<file path="config.mk">
export PLATFORM = sky130hd
export DESIGN_NAME = perf_run_controller
export DESIGN_NICKNAME = d
export VERILOG_FILES = /design/src/rtl/perf_defs.sv /design/src/rtl/perf_counter_bank.sv /design/src/rtl/perf_run_controller.sv
export SDC_FILE = /design/constraint.sdc
export NUM_CORES = 1
export LEC_CHECK = 0
export CORE_MARGIN = 4
export CORE_UTILIZATION = 50
export CTS_CLUSTER_SIZE = 40
export DETAILED_ROUTE_END_ITERATION = 10
export PLACE_DENSITY = 0.71
export SETUP_SLACK_MARGIN = 0.3
export SLEW_MARGIN = 30
export SYNTH_ARGS = -nofsm -noshare
export SYNTH_HDL_FRONTEND = slang
export SYNTH_SLANG_ARGS = --single-unit
export TNS_END_PERCENT = 5
</file>
<file path="constraint.sdc">
create_clock -name clk -period 44.8 [get_ports clk]
set_clock_uncertainty 0.1 [all_clocks]
set_input_delay 13.44 -clock clk [delete_from_list [all_inputs] [get_ports clk]]
set_output_delay 13.44 -clock clk [all_outputs]
set_load 0.01 [all_outputs]
</file>
<file path="src/rtl/perf_defs.sv">
// ============================================================
// perf_defs: shared state encoding, halt opcode and result-field indices. Rev 1.0
// ============================================================
`default_nettype none

package perf_defs;

    typedef enum logic [2:0] {
        ST_IDLE  = 3'd0,
        ST_PRST  = 3'd1,
        ST_RUN   = 3'd2,
        ST_LATCH = 3'd3,
        ST_DONE  = 3'd4
    } state_t;

    localparam logic [31:0] HALT_INST_DEF = 32'hA800FFFF;

    localparam int NUM_FIELDS  = 6;
    localparam int F_CYCLES    = 0;
    localparam int F_INSTRS    = 1;
    localparam int F_LU_STALLS = 2;
    localparam int F_BRANCHES  = 3;
    localparam int F_BP_GAIN   = 4;
    localparam int F_BP_LOSS   = 5;

endpackage

`default_nettype wire

</file>
<file path="src/rtl/perf_counter_bank.sv">
// ============================================================
// perf_counter_bank: six saturating event counters with shared clear. Rev 1.0
// ============================================================
`default_nettype none

module perf_counter_bank
    import perf_defs::*;
#(
    parameter int CNT_W = 32
) (
    input  logic                  clk,
    input  logic                  rst,
    input  logic                  clear,
    input  logic [NUM_FIELDS-1:0] inc,
    output logic [CNT_W-1:0]      count [NUM_FIELDS]
);

    always_ff @(posedge clk or posedge rst) begin
        if (rst) begin
            for (int i = 0; i < NUM_FIELDS; i++) begin
                count[i] <= '0;
            end
        end else if (clear) begin
            for (int i = 0; i < NUM_FIELDS; i++) begin
                count[i] <= '0;
            end
        end else begin
            // Counters stick at all-ones instead of wrapping.
            for (int i = 0; i < NUM_FIELDS; i++) begin
                if (inc[i] && (count[i] != {CNT_W{1'b1}})) begin
                    count[i] <= count[i] + CNT_W'(1);
                end
            end
        end
    end

endmodule

`default_nettype wire

</file>
<file path="src/rtl/perf_run_controller.sv">
// ============================================================
// perf_run_controller: runs forwarding-off/on processor passes and banks their counters. Rev 1.0
// ============================================================
`default_nettype none

module perf_run_controller
    import perf_defs::*;
#(
    parameter int          CNT_W      = 32,
    parameter int          RST_CYCLES = 3,
    parameter int          MAX_CYCLES = 100000,
    parameter logic [31:0] HALT_INST  = HALT_INST_DEF,
    parameter int          NUM_PASSES = 2,
    localparam int         SEL_W      = (NUM_PASSES > 1) ? $clog2(NUM_PASSES) : 1
) (
    input  logic             clk,
    input  logic             rst,
    input  logic             start,
    input  logic             abort,
    input  logic [31:0]      inst_IF,
    input  logic             hazard_detected,
    input  logic             mem_r_en_exe,
    input  logic             is_branch_id,
    input  logic             br_taken_id,
    input  logic             pred_taken_id,
    output logic             proc_rst,
    output logic             forwarding_EN,
    output logic             bp_update_en,
    output logic             busy,
    output logic             done,
    input  logic [SEL_W-1:0] res_sel,
    output logic             res_valid,
    output logic             res_timeout,
    output logic [CNT_W-1:0] res_cycles,
    output logic [CNT_W-1:0] res_instrs,
    output logic [CNT_W-1:0] res_lu_stalls,
    output logic [CNT_W-1:0] res_branches,
    output logic [CNT_W-1:0] res_bp_gain,
    output logic [CNT_W-1:0] res_bp_loss
);

    localparam int BANKS = 1 << SEL_W;
    localparam int PC_W  = (RST_CYCLES > 1) ? $clog2(RST_CYCLES + 1) : 1;

    state_t                r_state;
    logic [SEL_W-1:0]      r_pass;
    logic [PC_W-1:0]       r_prst_cnt;
    logic                  r_timeout;
    logic [BANKS-1:0]      r_valid;
    logic [BANKS-1:0]      r_bank_to;
    logic [CNT_W-1:0]      r_bank [BANKS][NUM_FIELDS];

    logic [CNT_W-1:0]      w_live [NUM_FIELDS];
    logic [NUM_FIELDS-1:0] w_inc;
    logic [SEL_W-1:0]      w_next_pass;
    logic                  w_halt;
    logic                  w_tmo;
    logic                  w_count;
    logic                  w_issue;
    logic                  w_clear;

    assign w_halt      = (inst_IF == HALT_INST);
    assign w_tmo       = (64'(w_live[F_CYCLES]) == 64'(MAX_CYCLES));
    // Halt and timeout cycles are not counted; abort discards the pass anyway.
    assign w_count     = (r_state == ST_RUN) && !abort && !w_halt && !w_tmo;
    assign w_issue     = !hazard_detected && is_branch_id;
    assign w_clear     = (r_state == ST_IDLE) || (r_state == ST_PRST);
    assign w_next_pass = r_pass + SEL_W'(1);

    assign bp_update_en = w_count && w_issue;

    always_comb begin
        w_inc              = '0;
        w_inc[F_CYCLES]    = w_count;
        w_inc[F_INSTRS]    = w_count && !hazard_detected && (inst_IF != 32'd0);
        w_inc[F_LU_STALLS] = w_count && hazard_detected && mem_r_en_exe;
        w_inc[F_BRANCHES]  = w_count && w_issue;
        w_inc[F_BP_GAIN]   = w_count && w_issue && pred_taken_id && br_taken_id;
        w_inc[F_BP_LOSS]   = w_count && w_issue && pred_taken_id && !br_taken_id;
    end

    perf_counter_bank #(
        .CNT_W (CNT_W)
    ) u_live (
        .clk   (clk),
        .rst   (rst),
        .clear (w_clear),
        .inc   (w_inc),
        .count (w_live)
    );

    always_ff @(posedge clk or posedge rst) begin
        if (rst) begin
            r_state       <= ST_IDLE;
            r_pass        <= '0;
            r_prst_cnt    <= '0;
            r_timeout     <= 1'b0;
            r_valid       <= '0;
            r_bank_to     <= '0;
            proc_rst      <= 1'b1;
            forwarding_EN <= 1'b0;
            busy          <= 1'b0;
            done          <= 1'b0;
            for (int p = 0; p < BANKS; p++) begin
                for (int f = 0; f < NUM_FIELDS; f++) begin
                    r_bank[p][f] <= '0;
                end
            end
        end else begin
            done <= 1'b0;
            if (abort) begin
                r_state       <= ST_IDLE;
                proc_rst      <= 1'b1;
                forwarding_EN <= 1'b0;
                busy          <= 1'b0;
            end else begin
                case (r_state)
                    ST_IDLE: begin
                        if (start) begin
                            r_state       <= ST_PRST;
                            r_pass        <= '0;
                            r_prst_cnt    <= '0;
                            r_timeout     <= 1'b0;
                            r_valid       <= '0;
                            proc_rst      <= 1'b1;
                            forwarding_EN <= 1'b0;
                            busy          <= 1'b1;
                        end
                    end
                    ST_PRST: begin
                        if (r_prst_cnt == PC_W'(RST_CYCLES - 1)) begin
                            r_state  <= ST_RUN;
                            proc_rst <= 1'b0;
                        end else begin
                            r_prst_cnt <= r_prst_cnt + PC_W'(1);
                        end
                    end
                    ST_RUN: begin
                        if (w_halt || w_tmo) begin
                            r_state   <= ST_LATCH;
                            r_timeout <= !w_halt;
                            proc_rst  <= 1'b1;
                        end
                    end
                    ST_LATCH: begin
                        r_bank[r_pass]    <= w_live;
                        r_bank_to[r_pass] <= r_timeout;
                        r_valid[r_pass]   <= 1'b1;
                        if (r_pass == SEL_W'(NUM_PASSES - 1)) begin
                            r_state       <= ST_DONE;
                            done          <= 1'b1;
                            busy          <= 1'b0;
                            forwarding_EN <= 1'b0;
                        end else begin
                            r_state       <= ST_PRST;
                            r_pass        <= w_next_pass;
                            r_prst_cnt    <= '0;
                            r_timeout     <= 1'b0;
                            forwarding_EN <= w_next_pass[0];
                        end
                    end
                    ST_DONE: begin
                        r_state <= ST_IDLE;
                    end
                    default: begin
                        r_state <= ST_IDLE;
                    end
                endcase
            end
        end
    end

    assign res_valid     = r_valid[res_sel];
    assign res_timeout   = r_bank_to[res_sel];
    assign res_cycles    = r_bank[res_sel][F_CYCLES];
    assign res_instrs    = r_bank[res_sel][F_INSTRS];
    assign res_lu_stalls = r_bank[res_sel][F_LU_STALLS];
    assign res_branches  = r_bank[res_sel][F_BRANCHES];
    assign res_bp_gain   = r_bank[res_sel][F_BP_GAIN];
    assign res_bp_loss   = r_bank[res_sel][F_BP_LOSS];

endmodule

`default_nettype wire
</file>
==> PnR_summary.wiki, run 1 <==
{| class="wikitable"
! Metric !! Value
|-
| Status || completed
|-
| Worst hold-check path type || reg2reg
|-
| Reg2Reg Launch Point || u_live.count[160]$_DFFE_PP0P_
|-
| List of most frequent post-synthesis cells || sky130_fd_sc_hd__nand2_1, sky130_fd_sc_hd__dfrtp_1, sky130_fd_sc_hd__mux2_2, sky130_fd_sc_hd__nor2_1, sky130_fd_sc_hd__clkbuf_1
|-
| Cell-by-cell trace of the critical path || clkdlybuf4s50_1, nor4_1, nand4_1, o41a_1, nand3_2, buf_4, inv_2, clkdlybuf4s50_1
|-
| Clk Tree Root Cell || sky130_fd_sc_hd__clkbuf_16
|-
| Capture instance of the worst register-to-register path || u_live.count[56]$_DFFE_PP0P_
|-
| Max Cap Violations || 0
|-
| Period minus WS final || 29810 ps
|-
| Number of iterations in the first detailed-routing pass || 5
|-
| Maximum level of the CTS H-tree || 2
|-
| IO Count || 241
|-
| Part of the total power dissipated in the clock network || 43.7%
|-
| Flip-flop cell with the highest count after synthesis || sky130_fd_sc_hd__dfrtp_1
|-
| Overall fraction of global-route tracks in use || between 20% and 30%
|-
| Register area share after synthesis || 52.8%
|-
| Layout cell share with drive strength beyond 1 || a little under a fifth
|-
| Cell count of the worst reg-to-reg path || 11
|-
| Number of buffers inserted by hold repair at cts || 0
|-
| Worst-path clk slew || approximately 60 ps
|-
| Post-synthesis register bit count || 591
|-
| Asr flop ratio synth || 100%
|-
| Number of antenna violations at the first check in global routing || 3
|-
| Nets || 2920
|-
| Final hold vios || 0
|-
| Number of setup buffers added after CTS || 0
|-
| Number of design rule violations left after detail routing || 0
|-
| Post-Syn Nets || around 2800
|-
| Origin of the worst setup path || inst_IF[23]
|-
| Maximum number of pins on one net before global-route repair || 169
|-
| Cts bufs inserted || 61
|-
| Post-cts gate resize count || 0
|-
| Total net switching power || 303 uW
|-
| Number of vias per cell || 5.64
|-
| Proportion of netlist area held by the largest area contributor || 52.7%
|-
| Count of flip-flops with a built-in enable after synthesis || 0
|-
| Count of distinct cell types in the synthesized netlist || 74
|-
| Worst IR drop on VDD || 29.8 uV
|-
| Starting Density || around half
|-
| Endpoint required time on the critical path || 31260 ps
|-
| Critical path buffers and inverters || 4
|-
| Fmax || 33.5 MHz
|-
| Remaining global-route overflow || 0
|-
| Tightest slew margin relative to the limit || a little over a third
|-
| Placeable core area || 55300 um2
|-
| Final max-slew violation count || 0
|-
| Internal || just under 900 uW
|-
| Top cell type by total area after synthesis || sky130_fd_sc_hd__dfrtp_1
|-
| Clk_lat worst skew || 620 ps
|-
| Cell with the largest stage delay on the worst path || sky130_fd_sc_hd__clkdlybuf4s50_1
|-
| Most common cell on crit path || sky130_fd_sc_hd__clkdlybuf4s50_1
|-
| Filler Cells Inserted || between 4000 and 5000
|-
| Measured slew at the worst slew-check pin || 974 ps
|-
| Switching share of power || 25.3%
|-
| Full die area || about 60000 um2
|-
| Leakage power of the design || 15.1 nW
|-
| Register share of total power || 45.9%
|-
| Synthesized area divided by synthesized cell count || 10.4 um2
|-
| Last weighted congestion value of the routability-driven placer || 0.836
|-
| Total clock sinks || just under 600
|-
| Routed vias || 20700
|-
| Die Width || 245 um
|-
| Routed length per placed instance || 18.8 um
|-
| Register-to-register path setup slack || 41220 ps
|-
| Max Buffers Root-to-Sink || 3
|-
| Number of input and output port buffers inserted || 240
|-
| Stages on worst setup path || 8
|-
| Die outline height || approximately 240 um
|-
| Power density cells || 36.2 nW/um2
|-
| Worst Path Max Fanout || 38
|-
| Synthesized area || roughly 28000 um2
|-
| Worst EP arrival || 16270 ps
|-
| Gate count of the mapped netlist || 2707
|-
| Number of standard-cell rows in the floorplan || 86
|-
| Largest cells by area after synthesis || sky130_fd_sc_hd__dfrtp_1, sky130_fd_sc_hd__mux2_2, sky130_fd_sc_hd__nand2_1
|-
| Unrepaired setup endpoints after global routing || false
|-
| Worst Setup End Kind || primary output
|-
| Most frequent cell after synthesis || sky130_fd_sc_hd__nand2_1
|-
| Vias in the first global route || 21200
|-
| TritonCTS clock tree || done
|-
| Total routed wirelength || 68900 um
|-
| Post-detailed-route count of antenna-violating nets || 0
|-
| Global-route wire length before repair || between 100000 and 150000 um
|-
| Placed Area || just over 30000 um2
|-
| Cell type group with the largest total delay on the critical path || buffers and inverters
|-
| Final setup violation count || 0
|-
| Category of the most critical setup path || in2out
|-
| Critical path capture point || bp_update_en
|-
| Area delta synth->final || 17.9%
|-
| DP HPWL || 44400 um
|-
| Initial DRC count || 1619
|-
| Part of the total power dissipated in combinational logic || 10.5%
|-
| Cell area after layout || about 33000 um2
|-
| Startpoint type of the worst setup path || input pin
|-
| Total number of yosys warnings || 0
|-
| Largest stage delay on the critical path || 590 ps
|-
| Ratio of final minimum period to clock period || 66.5%
|-
| Setup TNS || 0 ps
|}
## registers in the layout (all words and copies together), names as in the netlist
name	cells
r_bank	384
r_bank_to	2
busy	1
r_timeout	1
proc_rst	1
forwarding_EN	1
r_state	3
done	1
r_prst_cnt	2
r_pass	1
u_live.count	192
r_valid	2
## placed cells by master (no fill, tap or decap), types with 34 or more instances in the layout
| cell | netlist | final |
|---|---|---|
| sky130_fd_sc_hd__nor2_1 | 131 | 130 |
| sky130_fd_sc_hd__mux2_2 | 387 | 387 |
| sky130_fd_sc_hd__nand3_1 | 93 | 93 |
| sky130_fd_sc_hd__clkdlybuf4s50_1 | 0 | 239 |
| sky130_fd_sc_hd__nor3_1 | 48 | 48 |
| sky130_fd_sc_hd__xor2_1 | 38 | 38 |
| sky130_fd_sc_hd__dfrtp_1 | 590 | 590 |
| sky130_fd_sc_hd__or3_1 | 34 | 34 |
| sky130_fd_sc_hd__xnor2_1 | 71 | 71 |
| sky130_fd_sc_hd__o21ai_0 | 66 | 66 |
| sky130_fd_sc_hd__nor4_1 | 42 | 42 |
| sky130_fd_sc_hd__a21oi_1 | 45 | 45 |
| sky130_fd_sc_hd__clkbuf_16 | 0 | 61 |
| sky130_fd_sc_hd__nand4_1 | 67 | 67 |
| sky130_fd_sc_hd__nand2_1 | 664 | 664 |
## per-stage QoR
| stage | power, mW | hold WS (ps) | cells | utilization [%] | setup WS [ps] |
|---|---|---|---|---|---|
| 2_1_floorplan | 0.643 | 340 | 2707 | - | 14720 |
| 3_3_place_gp | 0.681 | 351 | 3553 | 55.8 | 15040 |
| 3_5_place_dp | 0.684 | 356 | 3554 | 55.8 | 15020 |
| 4_1_cts | 1.21 | 372 | 3669 | 59.6 | 15010 |
| 5_1_grt | 1.24 | 386 | 3671 | 59.7 | 14860 |
| 6_report | 1.20 | 367 | 3671 | 59.7 | 14990 |
## metal layers
metal | wire length [um] | GRT usage, % | share of wire [%] | vias up
met2 | 33400 | 38.0 | 49 | 489
met4 | 1860 | 7.10 | 2.7 | 4
met5 | 26 | 0 | 0.038 | -
met3 | 3200 | 3.44 | 4.7 | 119
li1 | - | - | - | 9639
met1 | 30300 | 31.3 | 44 | 10400
## power by group through the flow
stage          Clock, mW  Sequential [mW]  Combinational, mW
3_3_place_gp           0            0.558              0.123
2_1_floorplan          0            0.557             0.0858
3_5_place_dp           0            0.559              0.126
6_report           0.523            0.549              0.125
4_1_cts            0.535            0.549              0.126
5_1_grt            0.558            0.550              0.135
## worst min-delay path by stage
stage	from	to	cells after the start
floorplan	r_bank[177]$_DFFE_PP0P_	r_bank[177]$_DFFE_PP0P_	2
global placement	r_bank[112]$_DFFE_PP0P_	r_bank[112]$_DFFE_PP0P_	2
detailed placement	r_bank_to[1]$_DFFE_PP0P_	r_bank_to[1]$_DFFE_PP0P_	2
CTS	r_bank[79]$_DFFE_PP0P_	r_bank[79]$_DFFE_PP0P_	2
global route	r_bank[79]$_DFFE_PP0P_	r_bank[79]$_DFFE_PP0P_	2
finish	r_bank[79]$_DFFE_PP0P_	r_bank[79]$_DFFE_PP0P_	2
## worst reg2reg max path, cell delays in order (launching register included)
cell and delay, ps:
sky130_fd_sc_hd__dfrtp_1 440, sky130_fd_sc_hd__inv_1 110, sky130_fd_sc_hd__ha_1 160, sky130_fd_sc_hd__nor4b_1 270
sky130_fd_sc_hd__nand4_1 290, sky130_fd_sc_hd__o41a_1 440, sky130_fd_sc_hd__nand3_2 80, sky130_fd_sc_hd__buf_4 400
sky130_fd_sc_hd__inv_2 320, sky130_fd_sc_hd__a21oi_4 570, sky130_fd_sc_hd__o21ai_0 190, sky130_fd_sc_hd__o31ai_1 100
## cells by family after synthesis
group | after synthesis | share of synthesized area, %
buffers and inverters | 195 | 3.01
AOI/OAI and AO/OA | 182 | 4.11
muxes | 405 | 16.2
adders and majority gates | 8 | 0.357
and+or+nand+nor | 1217 | 20.1
xor gates and xnor gates | 109 | 3.41
DFF | 591 | 52.8
## area by class of cell
| type | instances | area [um2] | area share, % |
|---|---|---|---|
| sequential | 591 | 14800 | 44.8 |
| multi-input combinational | 1921 | 12400 | 37.6 |
| timing repair buffer | 264 | 2670 | 8.09 |
| clock buffer | 85 | 1690 | 5.11 |
| tap | 748 | 936 | 2.83 |
| clock inverter | 30 | 395 | 1.20 |
| inverter | 31 | 134 | 0.405 |
| antenna | 1 | 2.50 | 0.00758 |
Note: power is estimated with default switching activity, not from simulation.
==> run 2: changes to the inputs <==
==> constraint.sdc (replaced) <==
create_clock -name clk -period 30.8 [get_ports clk]
set_clock_uncertainty 0.1 [all_clocks]
set_input_delay 9.24 -clock clk [delete_from_list [all_inputs] [get_ports clk]]
set_output_delay 9.24 -clock clk [all_outputs]
set_load 0.01 [all_outputs]
==> PnR_summary.wiki, run 2 (same netlist as run 1, synthesis figures left out) <==
{| class="wikitable"
! Metric !! Value
|-
| Status || completed
|-
| Startpoint type of the worst setup path || input pin
|-
| Total routed wirelength || 68900 um (about the same)
|-
| Post-route worst setup slack || 9390 ps (-5600 ps)
|-
| DP HPWL || 44600 um (+0.39%)
|-
| Category of the most critical setup path || in2out
|-
| Max Cap Violations || 0 (unchanged)
|-
| Leakage power of the design || 15.2 nW (+0.13%)
|-
| Cell with the largest stage delay on the worst path || sky130_fd_sc_hd__clkdlybuf4s50_1
|-
| Global-route wire length before repair || 113000 um (-0.43%)
|-
| Max Buffers Root-to-Sink || 3 (unchanged)
|-
| Top register by number of flip-flops || r_bank
|-
| Period minus WS final || 21410 ps
|-
| Largest registers || r_bank (384), u_live.count (192), r_state (3)
|-
| Final hold vios || 0 (unchanged)
|-
| Starting Density || 50.7% (unchanged)
|-
| Filler Cells Inserted || 4620 (+1.7%)
|-
| Capture instance of the worst register-to-register path || u_live.count[38]$_DFFE_PP0P_
|-
| Final setup violation count || 0 (unchanged)
|-
| Maximum number of pins on one net before global-route repair || 169 (unchanged)
|-
| Register-to-register path setup slack || 27200 ps (-14020 ps)
|-
| Die Width || 245 um (unchanged)
|-
| Maximum level of the CTS H-tree || 2 (unchanged)
|-
| Number of antenna violations at the first check in global routing || 3 (unchanged)
|-
| Routed length per placed instance || 18.8 um (about the same)
|-
| Measured slew at the worst slew-check pin || 957 ps (-17.2 ps)
|-
| Commonest non-fill, non-tap cells in the layout || sky130_fd_sc_hd__nand2_1, sky130_fd_sc_hd__dfrtp_1, sky130_fd_sc_hd__mux2_2
|-
| Post-Place Worst Slack || 9410 ps (-5600 ps)
|-
| Placeable core area || 55300 um2 (unchanged)
|-
| Number of iterations in the first detailed-routing pass || 7 (+2)
|-
| Overall fraction of global-route tracks in use || 22.7% (-0.15 points)
|-
| Worst hold-check path type || reg2reg
|-
| Cell type group with the largest total delay on the critical path || buffers and inverters
|-
| Clk_lat worst skew || 620 ps (about the same)
|-
| Number of flip-flops under the largest register name || 384 (unchanged)
|-
| TritonCTS clock tree || done
|-
| Total clock sinks || 591 (unchanged)
|-
| Vias in the first global route || 21200 (-0.0047%)
|-
| Post-cts gate resize count || 0 (unchanged)
|-
| Power density cells || 52.4 nW/um2 (+45%)
|-
| Remaining global-route overflow || 0 (unchanged)
|-
| Critical path buffers and inverters || 4 (unchanged)
|-
| IO Count || 241 (unchanged)
|-
| Worst Hold Launch || r_bank[122]$_DFFE_PP0P_
|-
| Finished Core Util || 59.7% (about the same)
|-
| Clk Tree Root Cell || sky130_fd_sc_hd__clkbuf_16
|-
| Fmax || between 40 and 50 MHz
|-
| Most common cell on crit path || sky130_fd_sc_hd__clkdlybuf4s50_1
|-
| Nets || 2920 (unchanged)
|-
| Final max-slew violation count || 0 (unchanged)
|-
| Tightest slew margin relative to the limit || 35.7% (+0.90 points)
|-
| Initial DRC count || 1523 (-5.9%)
|-
| Setup TNS || 0 ps (unchanged)
|-
| Last weighted congestion value of the routability-driven placer || 0.836 (about the same)
|-
| Ratio of final minimum period to clock period || between 60% and 70%
|-
| Cells on Worst Hold Path || 2 (unchanged)
|-
| Worst EP arrival || 12070 ps (-4200 ps)
|-
| Number of buffers inserted by hold repair at cts || 0 (unchanged)
|-
| Cell-by-cell trace of the critical path || clkdlybuf4s50_1, nor4_1, nand4_1, o41a_1, nand3_2, buf_4, inv_2, clkdlybuf4s50_1
|-
| Final-layout worst hold slack || 366 ps (-0.467 ps)
|-
| Worst IR drop on VDD || 45.6 uV (+53%)
|-
| Worst Path Max Fanout || 38 (unchanged)
|-
| Full die area || 59900 um2 (unchanged)
|-
| Number of input and output port buffers inserted || 240 (unchanged)
|-
| Reg2Reg Launch Point || u_live.count[32]$_DFFE_PP0P_
|-
| Post-detailed-route count of antenna-violating nets || 0 (unchanged)
|-
| Worst Setup End Kind || primary output
|-
| Number of design rule violations left after detail routing || 0 (unchanged)
|-
| Min-Delay Endpoint || r_bank[122]$_DFFE_PP0P_
|-
| Worst-path clk slew || 60 ps (about the same)
|-
| Routed vias || 20700 (-0.20%)
|-
| Number of standard-cell rows in the floorplan || 86 (unchanged)
|-
| Area delta synth->final || 17.8% (about the same)
|-
| Number of setup buffers added after CTS || 0 (unchanged)
|-
| Most common library cell in the layout ignoring fill and taps || sky130_fd_sc_hd__nand2_1
|-
| Die outline height || 245 um (unchanged)
|-
| Cts bufs inserted || 61 (unchanged)
|-
| Endpoint required time on the critical path || 21460 ps (-9800 ps)
|-
| Layout cell share with drive strength beyond 1 || 18.7% (about the same)
|-
| Cell count of the worst reg-to-reg path || 9 (-2)
|-
| Number of vias per cell || 5.63 (-0.17%)
|-
| Largest stage delay on the critical path || 600 ps (about the same)
|-
| Unrepaired setup endpoints after global routing || false
|}
==> run 2: metal layers <==
layer  track usage, %  wire length (um)  up-vias
met2             38.1             33800      511
met5                0                14        -
li1                 -                 -     9618
met4             6.11              1440        4
met1             31.3             30500    10400
met3             3.30              3140       90
==> run 2: how the worst max path moves through the flow <==
stage / start / to / slack [ps] / depth (start not counted)
2_1_floorplan: rst / busy$_DFFE_PP0P_ / 4920 / 1
3_3_place_gp: inst_IF[17] / bp_update_en / 9440 / 8
3_5_place_dp: inst_IF[23] / bp_update_en / 9410 / 8
4_1_cts: inst_IF[23] / bp_update_en / 9410 / 8
5_1_grt: inst_IF[17] / bp_update_en / 9270 / 8
6_report: inst_IF[23] / bp_update_en / 9390 / 8
==> run 2: report_power, final <==
part / switching [mW] / internal, mW / leakage [nW]
logic: 0.121 / 0.0599 / 5.88
clock network: 0.305 / 0.445 / 1.03
registers: 0.00959 / 0.789 / 8.25
==> run 2: metrics by stage <==
| stage | cell area [um2] | instances | total power [mW] |
|---|---|---|---|
| final | 33000 | 3670 | 1.73 |
| after global placement | 30900 | 3553 | 0.991 |
| after CTS | 33000 | 3668 | 1.75 |
| after global routing | 33000 | 3670 | 1.80 |
| after detailed placement | 30900 | 3554 | 0.996 |
| after floorplan | 28000 | 2707 | 0.936 |
==> run 2: layout make-up <==
cell class                 instances  area, um2  area share, %
sequential                       591      14800           44.8
multi-input combinational       1921      12400           37.6
timing repair buffer             264       2670           8.09
clock buffer                      93       1810           5.47
tap                              748        936           2.84
clock inverter                    21        260          0.788
inverter                          31        134          0.406
antenna                            1       2.50        0.00758
==> run 2: tightest hold or removal path, cell delays in order (launching register included) <==
cell and delay, ps:
sky130_fd_sc_hd__dfrtp_1 340, sky130_fd_sc_hd__nand2_1 50, sky130_fd_sc_hd__nand2_1 50
==> run 3: changes to the inputs <==
--- a/config.mk
+++ b/config.mk
@@ -9,7 +9,7 @@
 export CORE_UTILIZATION = 50
 export CTS_CLUSTER_SIZE = 40
 export DETAILED_ROUTE_END_ITERATION = 10
-export PLACE_DENSITY = 0.71
+export PLACE_DENSITY = 0.73
 export SETUP_SLACK_MARGIN = 0.3
 export SLEW_MARGIN = 30
 export SYNTH_ARGS = -nofsm -noshare
==> constraint.sdc (replaced) <==
create_clock -name clk -period 18.6 [get_ports clk]
set_clock_uncertainty 0.1 [all_clocks]
set_input_delay 5.58 -clock clk [delete_from_list [all_inputs] [get_ports clk]]
set_output_delay 5.58 -clock clk [all_outputs]
set_load 0.01 [all_outputs]
==> PnR_summary.wiki, run 3 (same netlist as run 1, synthesis figures left out) <==
{| class="wikitable"
! Metric !! Value
|-
| Top register by number of flip-flops || r_bank
|-
| Maximum level of the CTS H-tree || 2 (unchanged)
|-
| Die outline height || 245 um (unchanged)
|-
| Placeable core area || 55300 um2 (unchanged)
|-
| Number of iterations in the first detailed-routing pass || 6 (-1)
|-
| Worst IR drop on VDD || 70.1 uV (+54%)
|-
| Cell type group with the largest total delay on the critical path || buffers and inverters
|-
| DP HPWL || 44300 um (-0.71%)
|-
| Worst-path clk slew || 60 ps (about the same)
|-
| Max Cap Violations || 0 (unchanged)
|-
| Final setup violation count || 0 (unchanged)
|-
| Post-cts gate resize count || 0 (unchanged)
|-
| Period minus WS final || roughly 14000 ps
|-
| Post-Place Worst Slack || 4520 ps (-4890 ps)
|-
| Routed length per placed instance || 18.9 um (+0.86%)
|-
| Endpoint required time on the critical path || 12920 ps (-8540 ps)
|-
| IO Count || 241 (unchanged)
|-
| Cell area after layout || 33100 um2 (+0.32%)
|-
| Worst hold-check path type || reg2reg
|-
| Number of standard-cell rows in the floorplan || 86 (unchanged)
|-
| Cell with the largest stage delay on the worst path || sky130_fd_sc_hd__clkdlybuf4s50_1
|-
| Unrepaired setup endpoints after global routing || false
|-
| Leakage power of the design || 15.2 nW (+0.27%)
|-
| Maximum number of pins on one net before global-route repair || 217 (+28%)
|-
| Commonest non-fill, non-tap cells in the layout || sky130_fd_sc_hd__nand2_1, sky130_fd_sc_hd__dfrtp_1, sky130_fd_sc_hd__mux2_2
|-
| Most common library cell in the layout ignoring fill and taps || sky130_fd_sc_hd__nand2_1
|-
| Vias in the first global route || 21500 (+1.4%)
|-
| Number of input and output port buffers inserted || 240 (unchanged)
|-
| Number of flip-flops under the largest register name || 384 (unchanged)
|-
| Remaining global-route overflow || 0 (unchanged)
|-
| Full die area || 59900 um2 (unchanged)
|-
| Max Buffers Root-to-Sink || 3 (unchanged)
|-
| Last weighted congestion value of the routability-driven placer || 0.861 (+3.1%)
|-
| Overall fraction of global-route tracks in use || 22.8% (+0.12 points)
|-
| Power density cells || 87.5 nW/um2 (+67%)
|-
| Setup TNS || 0 ps (unchanged)
|-
| Most common cell on crit path || sky130_fd_sc_hd__clkdlybuf4s50_1
|-
| Area delta synth->final || 18.2%
|-
| Nets || 2919 (-0.034%)
|-
| Initial DRC count || 1478 (-3.0%)
|-
| Post-route worst setup slack || 4510 ps (-4880 ps)
|-
| TritonCTS clock tree || done
|-
| Final hold vios || 0 (unchanged)
|-
| Worst Setup End Kind || primary output
|-
| Starting Density || 50.7% (unchanged)
|-
| Finished Core Util || 59.9% (+0.19 points)
|-
| Total routed wirelength || 69500 um (+0.83%)
|-
| Placed Area || 30900 um2 (-0.10%)
|-
| Measured slew at the worst slew-check pin || 1000 ps (+44.7 ps)
|-
| Critical path buffers and inverters || 4 (unchanged)
|-
| Cts bufs inserted || 61 (unchanged)
|-
| Total clock sinks || 591 (unchanged)
|-
| Startpoint type of the worst setup path || input pin
|-
| Number of setup buffers added after CTS || 0 (unchanged)
|-
| Clk_lat worst skew || 620 ps (about the same)
|-
| Final max-slew violation count || 0 (unchanged)
|-
| Cell-by-cell trace of the critical path || clkdlybuf4s50_1, nor4_1, nand4_1, o41a_1, nand3_2, buf_4, inv_2, clkdlybuf4s50_1
|-
| Largest registers || r_bank (384), u_live.count (192), r_state (3)
|-
| Worst Path Max Fanout || 38 (unchanged)
|-
| Post-detailed-route count of antenna-violating nets || 0 (unchanged)
|-
| Number of design rule violations left after detail routing || 0 (unchanged)
|-
| Die Width || 245 um (unchanged)
|-
| Global-route wire length before repair || 113000 um (+0.45%)
|-
| Layout cell share with drive strength beyond 1 || 18.8% (+0.11 points)
|-
| Category of the most critical setup path || in2out
|-
| Ratio of final minimum period to clock period || 75.8%
|-
| Number of antenna violations at the first check in global routing || 2 (-1)
|-
| Number of vias per cell || 5.66 (+0.67%)
|-
| Fmax || between 70 and 80 MHz
|-
| Clk Tree Root Cell || sky130_fd_sc_hd__clkbuf_16
|-
| Number of buffers inserted by hold repair at cts || 0 (unchanged)
|-
| Largest stage delay on the critical path || 580 ps (-20 ps)
|-
| Status || completed
|-
| Worst EP arrival || 8410 ps (-3660 ps)
|-
| Routed vias || 20800 (+0.64%)
|-
| Tightest slew margin relative to the limit || 33.2% (-2.5 points)
|}
-- run 3: cell types whose count changed in the layout (fill, tap and decap cells not counted), moves of 2 or more --
cell                         delta
sky130_fd_sc_hd__clkinv_8       -3
sky130_fd_sc_hd__clkbuf_1       -3
sky130_fd_sc_hd__buf_4          -4
sky130_fd_sc_hd__buf_16         +2
sky130_fd_sc_hd__buf_6          -2
sky130_fd_sc_hd__clkinvlp_4     +4
sky130_fd_sc_hd__clkbuf_16      +2
sky130_fd_sc_hd__buf_12         +3
sky130_fd_sc_hd__clkbuf_8       -5
sky130_fd_sc_hd__bufinv_16      +2
-- run 3: final timing paths --
kind | start | endpoint | slack [ps] | cells after the start
worst max-delay path | inst_IF[23] | bp_update_en | 4510 | 8
worst min-delay path | r_bank[164]$_DFFE_PP0P_ | r_bank[164]$_DFFE_PP0P_ | 370 | 2
worst max register to register | u_live.count[163]$_DFFE_PP0P_ | u_live.count[56]$_DFFE_PP0P_ | 14970 | 9
worst min register to register | r_bank[164]$_DFFE_PP0P_ | r_bank[164]$_DFFE_PP0P_ | 370 | 2
max in group asynchronous | rst | r_bank[187]$_DFFE_PP0P_ | 11240 | 6
min in group asynchronous | rst | r_bank[118]$_DFFE_PP0P_ | 5190 | 2
-- run 3: area by class of cell --
type / instances / area, um2
clock inverters: 27 / 333
inverters: 31 / 125
fillers: 4550 / 22200
well taps: 748 / 936
repair buffers: 263 / 2730
flip-flops and latches: 591 / 14800
multi-input cells: 1921 / 12400
clock buffers: 87 / 1780
diodes: 1 / 2.50
-- run 3: tightest hold or removal path: cells and delay by family, from the launching register on --
kind	cells	cell delay, ps
DFF	1	340
and+or+nand+nor	2	100
-- run 3: per-stage QoR --
stage	hold WS, ps	power [mW]	instances
detailed placement	357	1.65	3549
floorplan	340	1.55	2707
finish	369	2.90	3669
CTS	373	2.93	3663
global placement	352	1.64	3549
global route	384	3.01	3669
-- run 3: report_power, final --
part / internal, mW / switching [mW]
clock: 0.760 / 0.514
combinational: 0.100 / 0.196
sequential: 1.31 / 0.0205
-- run 3: layer usage --
layer | up-vias | GRT usage, % | routed length, um
li1 | 9618 | - | -
met1 | 10500 | 30.3 | 30300
met2 | 528 | 39.4 | 34400
met3 | 114 | 3.38 | 3170
met4 | 2 | 6.65 | 1660
met5 | - | 0 | 8
